### config.mk
export PLATFORM = sky130hd
export DESIGN_NAME = pwm_multi
export DESIGN_NICKNAME = d
export VERILOG_FILES = /design/src/rtl/pwm_pkg.sv /design/src/rtl/pwm_timebase.sv /design/src/rtl/pwm_multi.sv
export SDC_FILE = /design/constraint.sdc
export NUM_CORES = 1
export LEC_CHECK = 0
export CORE_ASPECT_RATIO = 0.75
export CORE_UTILIZATION = 35
export DETAILED_ROUTE_END_ITERATION = 16
export PLACE_DENSITY = 0.62
export SYNTH_ARGS = -nofsm -noshare
export SYNTH_HDL_FRONTEND = slang
export SYNTH_HIERARCHICAL = 1
export SYNTH_SLANG_ARGS = --single-unit
### constraint.sdc
create_clock -name sys_clk -period 4.2 [get_ports sys_clk]
set_input_delay 0.84 -clock sys_clk [delete_from_list [all_inputs] [get_ports sys_clk]]
set_output_delay 0.84 -clock sys_clk [all_outputs]
set_load 0.005 [all_outputs]
### src/rtl/pwm_pkg.sv
// Shared constants and helpers for the multi-channel PWM generator.
package pwm_pkg;

  localparam int DEFAULT_PERIOD = 255;
  localparam int DEFAULT_PRESC  = 0;

  // Presets for 8-bit switch-selected duty wrappers (~20/40/60/80 %).
  localparam logic [7:0] DUTY_20 = 8'd51;
  localparam logic [7:0] DUTY_40 = 8'd103;
  localparam logic [7:0] DUTY_60 = 8'd154;
  localparam logic [7:0] DUTY_80 = 8'd205;

  function automatic int ADDR_W(input int num_ch);
    return (num_ch < 1) ? 1 : $clog2(num_ch + 1);
  endfunction

endpackage

### src/rtl/pwm_timebase.sv
// Prescaler plus shared period counter; wrap marks the last tick of a period.
module pwm_timebase
  import pwm_pkg::*;
#(
  parameter int WIDTH   = 8,
  parameter int PRESC_W = 8
) (
  input  logic               sys_clk,
  input  logic               sys_rst,
  input  logic               en,
  input  logic [PRESC_W-1:0] presc_div,
  input  logic [WIDTH-1:0]   period_act,
  output logic [WIDTH-1:0]   cnt,
  output logic               wrap
);

  logic [PRESC_W-1:0] presc_q, presc_d;
  logic [WIDTH-1:0]   cnt_q, cnt_d;
  logic               tick;

  always_comb begin
    tick    = en && (presc_q == presc_div);
    wrap    = tick && (cnt_q == period_act);
    presc_d = '0;
    cnt_d   = '0;
    if (en) begin
      presc_d = tick ? '0 : presc_q + 1'b1;
      if (wrap)      cnt_d = '0;
      else if (tick) cnt_d = cnt_q + 1'b1;
      else           cnt_d = cnt_q;
    end
  end

  always_ff @(posedge sys_clk) begin
    if (sys_rst) begin
      presc_q <= '0;
      cnt_q   <= '0;
    end else begin
      presc_q <= presc_d;
      cnt_q   <= cnt_d;
    end
  end

  assign cnt = cnt_q;

endmodule

### src/rtl/pwm_multi.sv
// Multi-channel PWM: shared timebase, double-buffered duty/period registers,
// one registered compare slice per channel.
module pwm_multi
  import pwm_pkg::*;
#(
  parameter int                NUM_CH         = 2,
  parameter int                WIDTH          = 8,
  parameter int                PRESC_W        = 8,
  parameter int unsigned       DEFAULT_PERIOD = pwm_pkg::DEFAULT_PERIOD,
  parameter logic [NUM_CH-1:0] POLARITY       = '0
) (
  input  logic                        sys_clk,
  input  logic                        sys_rst,
  input  logic                        en,
  input  logic [PRESC_W-1:0]          presc_div,
  input  logic                        wr_en,
  input  logic [ADDR_W(NUM_CH)-1:0]   wr_addr,
  input  logic [WIDTH-1:0]            wr_data,
  output logic [NUM_CH-1:0]           pwm_out,
  output logic                        period_tick
);

  localparam int AW = ADDR_W(NUM_CH);

  logic [WIDTH-1:0] cnt;
  logic             wrap;
  logic [WIDTH-1:0] period_pend_q, period_pend_d;
  logic [WIDTH-1:0] period_act_q, period_act_d;
  logic             period_tick_q;

  pwm_timebase #(
    .WIDTH   (WIDTH),
    .PRESC_W (PRESC_W)
  ) u_timebase (
    .sys_clk    (sys_clk),
    .sys_rst    (sys_rst),
    .en         (en),
    .presc_div  (presc_div),
    .period_act (period_act_q),
    .cnt        (cnt),
    .wrap       (wrap)
  );

  // While disabled the active copies track pend so writes apply immediately.
  always_comb begin
    period_pend_d = period_pend_q;
    if (wr_en && (wr_addr == AW'(NUM_CH))) period_pend_d = wr_data;
    period_act_d = period_act_q;
    if (!en || wrap) period_act_d = period_pend_q;
  end

  always_ff @(posedge sys_clk) begin
    if (sys_rst) begin
      period_pend_q <= WIDTH'(DEFAULT_PERIOD);
      period_act_q  <= WIDTH'(DEFAULT_PERIOD);
      period_tick_q <= 1'b0;
    end else begin
      period_pend_q <= period_pend_d;
      period_act_q  <= period_act_d;
      period_tick_q <= wrap;
    end
  end

  assign period_tick = period_tick_q;

  for (genvar i = 0; i < NUM_CH; i++) begin : g_ch
    logic [WIDTH-1:0] duty_pend_q, duty_pend_d;
    logic [WIDTH-1:0] duty_act_q, duty_act_d;
    logic             out_q, out_d;

    always_comb begin
      duty_pend_d = duty_pend_q;
      if (wr_en && (wr_addr == AW'(i))) duty_pend_d = wr_data;
      duty_act_d = duty_act_q;
      if (!en || wrap) duty_act_d = duty_pend_q;
      out_d = POLARITY[i];
      if (en) out_d = (cnt < duty_act_q) ^ POLARITY[i];
    end

    always_ff @(posedge sys_clk) begin
      if (sys_rst) begin
        duty_pend_q <= '0;
        duty_act_q  <= '0;
        out_q       <= POLARITY[i];
      end else begin
        duty_pend_q <= duty_pend_d;
        duty_act_q  <= duty_act_d;
        out_q       <= out_d;
      end
    end

    assign pwm_out[i] = out_q;
  end

endmodule

Word-level counts from Yosys, hierarchy flattened --
Cells that the tools add are included.
Cells by class: add/subtract/negate cells 2, div/mod/pow operators 0, multipliers 0, bitwise operators 1, equality and inequality tests 4, mux-type cells 0, reduce and logical (&&, ||, !) cells 11, shift-type cells 0, order comparisons 2
Operators with widths (count):
- 8-bit by 1-bit adder with 8-bit output, second input constant | 2
- 8-bit == test | 2
- 8-bit < comparator | 2
- 3-bit OR reduction | 2
- 1-bit logical AND | 5
- 2-bit by 1-bit == test with 1-bit output, second input constant | 1
- 2-bit == test, second input constant | 1
- 2-bit logical NOT | 1
- 2-bit OR reduction | 1
- 1-bit logical NOT | 1
- 1-bit logical OR | 1
- 1-bit inverter | 1
Word-level totals: memory bits (read-only) 0, latch bits 0, output and inout bits 3, RAM bits 0, register bits 67, word-level logic and storage cells 31, memories 0, bits of input ports 22

Logic depth before layout (Yosys ltp) --
Gate-level depths: netlist (run 1).
depth after elaboration 4, depth in mapped cells 10, mapped depth without buffers 7

By module --
The synthesis (run 1) kept the hierarchy.
By module, submodules not included:
- pwm_multi | seq. area each 1021.0 sq um, area an instance 2210.9 sq um, times used 1, cells each 250
- pwm_timebase | seq. area each 320.3 sq um, area an instance 934.6 sq um, times used 1, cells each 109

Worst setup path before layout (run 1) --
OpenSTA, ideal clock, no wires.
kind input to register, start point in presc_div[3], end point reg g_ch[0].duty_act_q[0], stages 9, setup time 0.071 ns, path buffers 2, setup slack 1.885 ns, required time 4.129 ns, data arrival time 2.244 ns, cells stage by stage xor2_1 nor4_4 nand3_4 nor2_1 nand2b_1 buf_2 buf_2 nand2_1 a21oi_1
On the way: cells in the longest elaborated chain, start to end 4
RTL lines:
- start, declared | RTL line pwm_multi.sv:15 | input logic [PRESC_W-1:0] presc_div,
- 8-bit == test | RTL line pwm_timebase.sv:22 | tick = en && (presc_q == presc_div);
- 1-bit logical AND | RTL line pwm_timebase.sv:22
- 1-bit logical AND | RTL line pwm_timebase.sv:23 | wrap = tick && (cnt_q == period_act);
- named net wrap | RTL line pwm_multi.sv:26 | logic wrap;
- 1-bit logical OR | RTL line pwm_multi.sv:75 | if (!en || wrap) duty_act_d = duty_pend_q;
- end signal, assigned | RTL line pwm_multi.sv:87 | duty_act_q <= duty_act_d;
- end, declared | RTL line pwm_multi.sv:68 | logic [WIDTH-1:0] duty_act_q, duty_act_d;
The timed path passes the listed nets, and every way through them passes these cells. A chain may end at the register's enable or synchronous reset.

Worst setup path after layout (run 1) --
start point in presc_div[0], end point reg g_ch[0].duty_act_q[0]
The elaborated chain is that of the path after synthesis.

==> impl_metrics.yaml, run 1 <==
yosys:
  synth_area_per_cell_sq_um: 8.76
  yosys_warnings: 6
  ys_ff_latch: 67
  synthMostInstantiatedCell: "nand2_1"
  synth_top_area_cell: "dfxtp_1"
  synth_area_leaders: "dfxtp_1 43%, nand2_1 8.8%, xor2_1 6.4%"
  synth-edff-count: 0
  yosysSeqAreaShare_pct: 42.6
  synth_area_sq_um: 3150
  netlist_top_cells_count: "74 x nand2_1, 67 x dfxtp_1, 32 x nor2_1"
  ys_types: 40
  syn_nets: 397
  async_flop_share_pct: 0
  synthCells: 359
  synth_top_area_share_pct: 42.6
  dominantRegCellSynth: "dfxtp_1"
route:
  antenna_left: 0
  wl_per_cell_um: 13.8
  vias: 2421
  routed_via_density: 4.93
  drt_iter0_drc: 171
  drc_errors: 2
  wirelength_um: 6780
  drt-pass1-iter-count: 11
timing:
  fin_setup_tns_ns: 0
  fmax_ghz: 0.384
  slew_headroom_pct: 46.1
  finalMaxSlewViolations: 0
  worst_pin_slew_ns: 0.805
  hold_slack_ns: 0.450
  skew_ns: 0.00589
  finalSetupViolations: 0
  fin_crit_sh_pct: 62.0
  hold_violations: 0
  fin_ws_ns: 1.60
  final.min_clock_period_ns: 2.60
  grt_setup_unrepaired: "no"
setup_path:
  reg2reg_to: "g_ch[0].duty_act_q[0]"
  cp-endpoint: "g_ch[0].duty_act_q[0]"
  worstSetupPathType: "primary input to flip-flop"
  cp_slowest_cell: "clkdlybuf4s50_1"
  critPathTopFamily: "simple AND/OR/NAND/NOR gates"
  cpPeakStageDelay_ns: 0.44
  path_buf_inv: 2
  crit_start: "presc_div[0]"
  ff2ff_path_depth: 8
  critPathLaunchType: "primary input"
  crit_chain: "clkdlybuf4s50_1 -> xor2_1 -> nor4_4 -> nand3_4 -> nor2_1 -> nand2b_1 -> buf_4 -> nand2_1 -> a21oi_1"
  cp.depth: 9
  crit_fanout: 24
  arrival_ns: 2.85
  r2r_slack_ns: 1.89
  endpoint_kind: "flip-flop"
  reg2reg_from: "u_timebase/cnt[3]"
  crit_required_ns: 4.45
clock_network:
  cts_max_level: 3
  cts.path.max_buffers: 2
  clk_latency_ns: 0.33
  clk_pin_slew_ns: 0.05
  clock-sinks: 67
  clockRootBuffer: "clkbuf_16"
  cts_hold_buf: 0
  cts_tree: "built"
  cts_resized: 0
  numCtsBuffers: 9
  cts_setup_buffers: 0
power:
  power_density_nw_per_um2: 409
  power.total_mw: 1.53
  pwr-share-clk_pct: 49.8
  comb_power_share_pct: 6.6
  pwr-share-seq_pct: 43.6
  leakagePower_nw: 1.48
  p_int_mw: 1.21
  vdd_drop_max_mv: 0.185
  p_switching_mw: 0.318
  switching_share_pct: 20.7
global_routing:
  grt_pass1_wl_um: 11200
  track_usage_pct: 15.4
  grt_antenna_before_repair: 0
  first_global_vias: 2220
  grt_overflow: 0
  grt_max_degree: 52
hold_path:
  worstHoldPathCells: 2
  min-delay-path-class: "flip-flop to flip-flop"
outcome:
  status: "finished with violations"
  violations: "DRC"
die:
  io_pins: 25
  fp.dieW_um: 111
  start_util_pct: 36.6
  row_count: 29
  fp.dieArea_sq_um: 9370
  die-height_um: 84.1
  core_sq_um: 8600
cells_and_area:
  diodes: 0
  drive_above_1_share_pct: 6.53
  synthToLayoutAreaGrowth_pct: 19.1
  nets: 418
  n_fill_cell: 874
job:
  drv_cap: 0
placed_design:
  port-buffer-count: 24
  gp_congestion: 0.791
  dp_slack_ns: 1.29
  dp_hpwl_um: 4860
## stage by stage
step           instance area, sq um  std cells  util (%)
2_1_floorplan                  3150        359         -
5_1_grt                        3750        491      43.6
4_1_cts                        3750        491      43.6
3_3_place_gp                   3450        477      40.1
3_5_place_dp                   3450        477      40.1
6_report                       3750        491      43.6
## metal layers
metal | global-route usage [%] | share of wire [%]
met1 | 22.2 | 52
met2 | 21.8 | 42
met3 | 4.72 | 5.0
met4 | 4.79 | 0.72
met5 | 0 | 0
## flip-flops by register name, indices dropped and copies added, names as in the netlist
signal and flops:
g_ch.out_q 2, u_timebase/cnt 8, period_pend_q 8, u_timebase/presc_q 8, period_act_q 8, period_tick 1
g_ch.duty_act_q 16, g_ch.duty_pend_q 16
## power groups by stage
stage / Combinational (mW) / Sequential, mW / Clock (mW)
finish: 0.101 / 0.668 / 0.763
floorplan: 0.0646 / 0.676 / 0
detailed placement: 0.101 / 0.680 / 0
global route: 0.112 / 0.669 / 0.814
CTS: 0.102 / 0.667 / 0.778
global placement: 0.0988 / 0.681 / 0
## placed cells by master (no fill, tap or decap), types with 2 or more instances in the layout
cell / instances
ha_1: 16
clkbuf_16: 9
buf_4: 3
a21o_1: 2
nand2b_1: 4
a31oi_1: 3
and2_1: 2
dfxtp_1: 67
nand3b_1: 18
clkbuf_1: 2
a2111oi_0: 2
xor2_1: 23
nor4_4: 2
nor3_1: 2
nor2b_1: 2
clkdlybuf4s50_1: 24
o31a_1: 2
nor2_1: 32
a21oi_1: 19
nand2_1: 74
mux2i_1: 16
a2111oi_2: 2
inv_1: 16
nor4_1: 2
bufinv_16: 2
nand3_1: 16
o21a_1: 2
nand4_1: 4
## layout make-up
class                   count  area (sq um)  area share [%]
clock buffers              11           233            6.21
clock inverters             3          65.1            1.74
inverters                  16          60.1            1.60
multi-input cells         259          1650            44.0
flip-flops and latches     67          1340            35.8
well taps                 108           135            3.61
repair buffers             27           263            7.01
## worst min path at each step
stage | startpoint | endpoint
2_1_floorplan | g_ch[0].duty_act_q[1] | g_ch[0].duty_act_q[1]
3_5_place_dp | g_ch[1].duty_pend_q[1] | g_ch[1].duty_act_q[1]
4_1_cts | g_ch[0].duty_act_q[7] | g_ch[0].duty_act_q[7]
3_3_place_gp | g_ch[0].duty_act_q[0] | g_ch[0].duty_act_q[0]
6_report | g_ch[1].duty_act_q[7] | g_ch[1].duty_act_q[7]
5_1_grt | g_ch[1].duty_act_q[0] | g_ch[1].duty_act_q[0]
## tightest hold or removal path: stages (launching register included)
cell	delay [ns]
dfxtp_1	0.30
nand2_1	0.05
a21oi_1	0.05
## cell families (layout without fill, tap and decap cells)
group | Yosys count | count (layout) | synth area share [%]
fa+ha+maj | 16 | 16 | 6.36
flops | 67 | 67 | 42.6
simple gates | 167 | 167 | 26.8
mux | 16 | 16 | 5.09
compound gates | 36 | 36 | 7.56
xor+xnor | 24 | 24 | 6.68
buf+inv | 33 | 57 | 4.89
Power figures use the tool's default switching activity.
==> inputs of run 2 (changes only) <==
==> constraint.sdc (replaced) <==
create_clock -name sys_clk -period 2.5 [get_ports sys_clk]
set_input_delay 0.5 -clock sys_clk [delete_from_list [all_inputs] [get_ports sys_clk]]
set_output_delay 0.5 -clock sys_clk [all_outputs]
set_load 0.005 [all_outputs]
==> run 2 against run 1 <==
  * The flow still finishes with violations (DRC)
  * Power grew 85%
  * Cell area grew 3.8%
  * Clock skew is essentially flat
  * Via count grew 0.17%
  * Setup slack lost 1.1 ns
  * Clock power grew 100%
  * Largest cell class unchanged
==> impl_metrics.yaml, run 2 (same netlist as run 1, synthesis figures left out) <==
timing:
  hold_violations: 0
  hold_slack_ns: 0.457
  slew_headroom_pct: 64.2
  fin_ws_ns: 0.458
  final.min_clock_period_ns: 2.04
  fmax_ghz: 0.490
  finalSetupViolations: 0
  grt_setup_unrepaired: "no"
  worst_pin_slew_ns: 0.535
  skew_ns: 0.00567
  fin_crit_sh_pct: 81.7
  finalMaxSlewViolations: 0
  fin_setup_tns_ns: 0
clock_network:
  clk_latency_ns: 0.33
  cts.path.max_buffers: 2
  cts_max_level: 3
  cts_setup_buffers: 0
  clock-sinks: 67
  clk_pin_slew_ns: 0.06
  cts_resized: 0
  numCtsBuffers: 9
  cts_tree: "built"
  clockRootBuffer: "clkbuf_16"
  cts_hold_buf: 0
route:
  wirelength_um: 6860
  vias: 2425
  wl_per_cell_um: 13.8
  drc_errors: 2
  drt-pass1-iter-count: 12
  drt_iter0_drc: 199
  routed_via_density: 4.86
  antenna_left: 0
hold_path:
  worstHoldStart: "g_ch[1].duty_pend_q[7]"
  min-delay-path-class: "flip-flop to flip-flop"
  worstHoldPathCells: 2
  min_to: "g_ch[1].duty_act_q[7]"
global_routing:
  track_usage_pct: 16.0
  grt_antenna_before_repair: 0
  grt_max_degree: 49
  first_global_vias: 2137
  grt_overflow: 0
  grt_pass1_wl_um: 11400
placed_design:
  dp_slack_ns: 0.113
  placed_cells: 484
  port-buffer-count: 24
  dp_hpwl_um: 4970
  gp_congestion: 0.780
setup_path:
  critPathLaunchType: "primary input"
  endpoint_kind: "flip-flop"
  crit_chain: "clkdlybuf4s50_1 -> xor2_1 -> nor4_4 -> nand3_4 -> nor2_1 -> nand2b_1 -> buf_12 -> nand2_1 -> a21oi_1"
  cpPeakStageDelay_ns: 0.41
  crit_fanout: 24
  ff2ff_path_depth: 8
  worstSetupPathType: "primary input to flip-flop"
  r2r_slack_ns: 0.49
  cp_slowest_cell: "clkdlybuf4s50_1"
  reg2reg_from: "u_timebase/cnt[3]"
  reg2reg_to: "g_ch[0].duty_act_q[3]"
  arrival_ns: 2.31
  crit_required_ns: 2.76
power:
  leakagePower_nw: 1.55
  power_density_nw_per_um2: 729
  vdd_drop_max_mv: 0.470
die:
  start_util_pct: 36.6
  io_pins: 25
  fp.dieW_um: 111
  fp.dieArea_sq_um: 9370
  die-height_um: 84.1
  row_count: 29
  core_sq_um: 8600
cells_and_area:
  diodes: 0
  layout_commonest_cell: "nand2_1"
  synthToLayoutAreaGrowth_pct: 23.7
  layout_common_cells: "74 x nand2_1, 67 x dfxtp_1, 32 x nor2_1"
  n_fill_cell: 823
  fin_cells: 499
  nets: 425
  fin_util_pct: 45.2
  top_regs: "g_ch.duty_act_q: 16 flops, g_ch.duty_pend_q: 16 flops"
  drive_above_1_share_pct: 8.95
outcome:
  violations: "DRC"
  status: "finished with violations"
job:
  drv_cap: 0
run 2: changes by cell type in the layout (fill, tap and decap cells not counted), sizes merged:
cell / previous run / this run
inv: 16 / 17
buf: 3 / 10
bufinv: 2 / 4
clkbuf: 11 / 9
run 2: layout make-up:
type | instances | area (sq um) | area share [%]
multi-input combinational | 259 | 1650 | 42.4
sequential | 67 | 1340 | 34.5
timing repair buffer | 34 | 340 | 8.75
clock buffer | 9 | 225 | 5.79
clock inverter | 6 | 138 | 3.54
tap | 108 | 135 | 3.47
inverter | 16 | 60.1 | 1.54
run 2: per-layer routing:
metal	vias to the layer above	track usage, %	wire length, um
met1	1088	24.9	3770
li1	1267	-	-
met4	0	5.16	77
met3	9	5.45	436
met2	61	19.8	2580
met5	-	0	0
run 2: how the worst max path moves through the flow:
stage	start	to	slack [ns]	depth (start not counted)
after CTS	presc_div[0]	g_ch[0].duty_act_q[3]	0.46	9
after detailed placement	presc_div[2]	g_ch[0].duty_act_q[3]	0.11	9
after global routing	u_timebase/cnt[3]	g_ch[0].duty_act_q[7]	0.25	8
after global placement	presc_div[0]	g_ch[0].duty_act_q[6]	0.15	9
after floorplan	presc_div[3]	g_ch[0].duty_act_q[0]	0.52	9
final	presc_div[2]	g_ch[0].duty_act_q[3]	0.46	9
run 2: worst max-delay path: cells and delay by family:
| family | cells | cell delay (ns) |
|---|---|---|
| AO/OA/AOI/OAI | 1 | 0.14 |
| buffers and inverters | 2 | 0.59 |
| AND/OR/NAND/NOR | 5 | 0.89 |
| XOR/XNOR | 1 | 0.17 |
run 2: report_power, final:
group	internal, mW	total, mW	switching [mW]
Sequential	1.10	1.12	0.0221
Combinational	0.0866	0.176	0.0898
Clock	1.07	1.54	0.465
Total	2.26	2.84	0.577
run 2: per-stage QoR:
| step | instance area [sq um] | power, mW |
|---|---|---|
| 3_5_place_dp | 3530 | 1.32 |
| 5_1_grt | 3890 | 2.95 |
| 3_3_place_gp | 3530 | 1.32 |
| 4_1_cts | 3890 | 2.87 |
| 6_report | 3890 | 2.84 |
| 2_1_floorplan | 3150 | 1.24 |
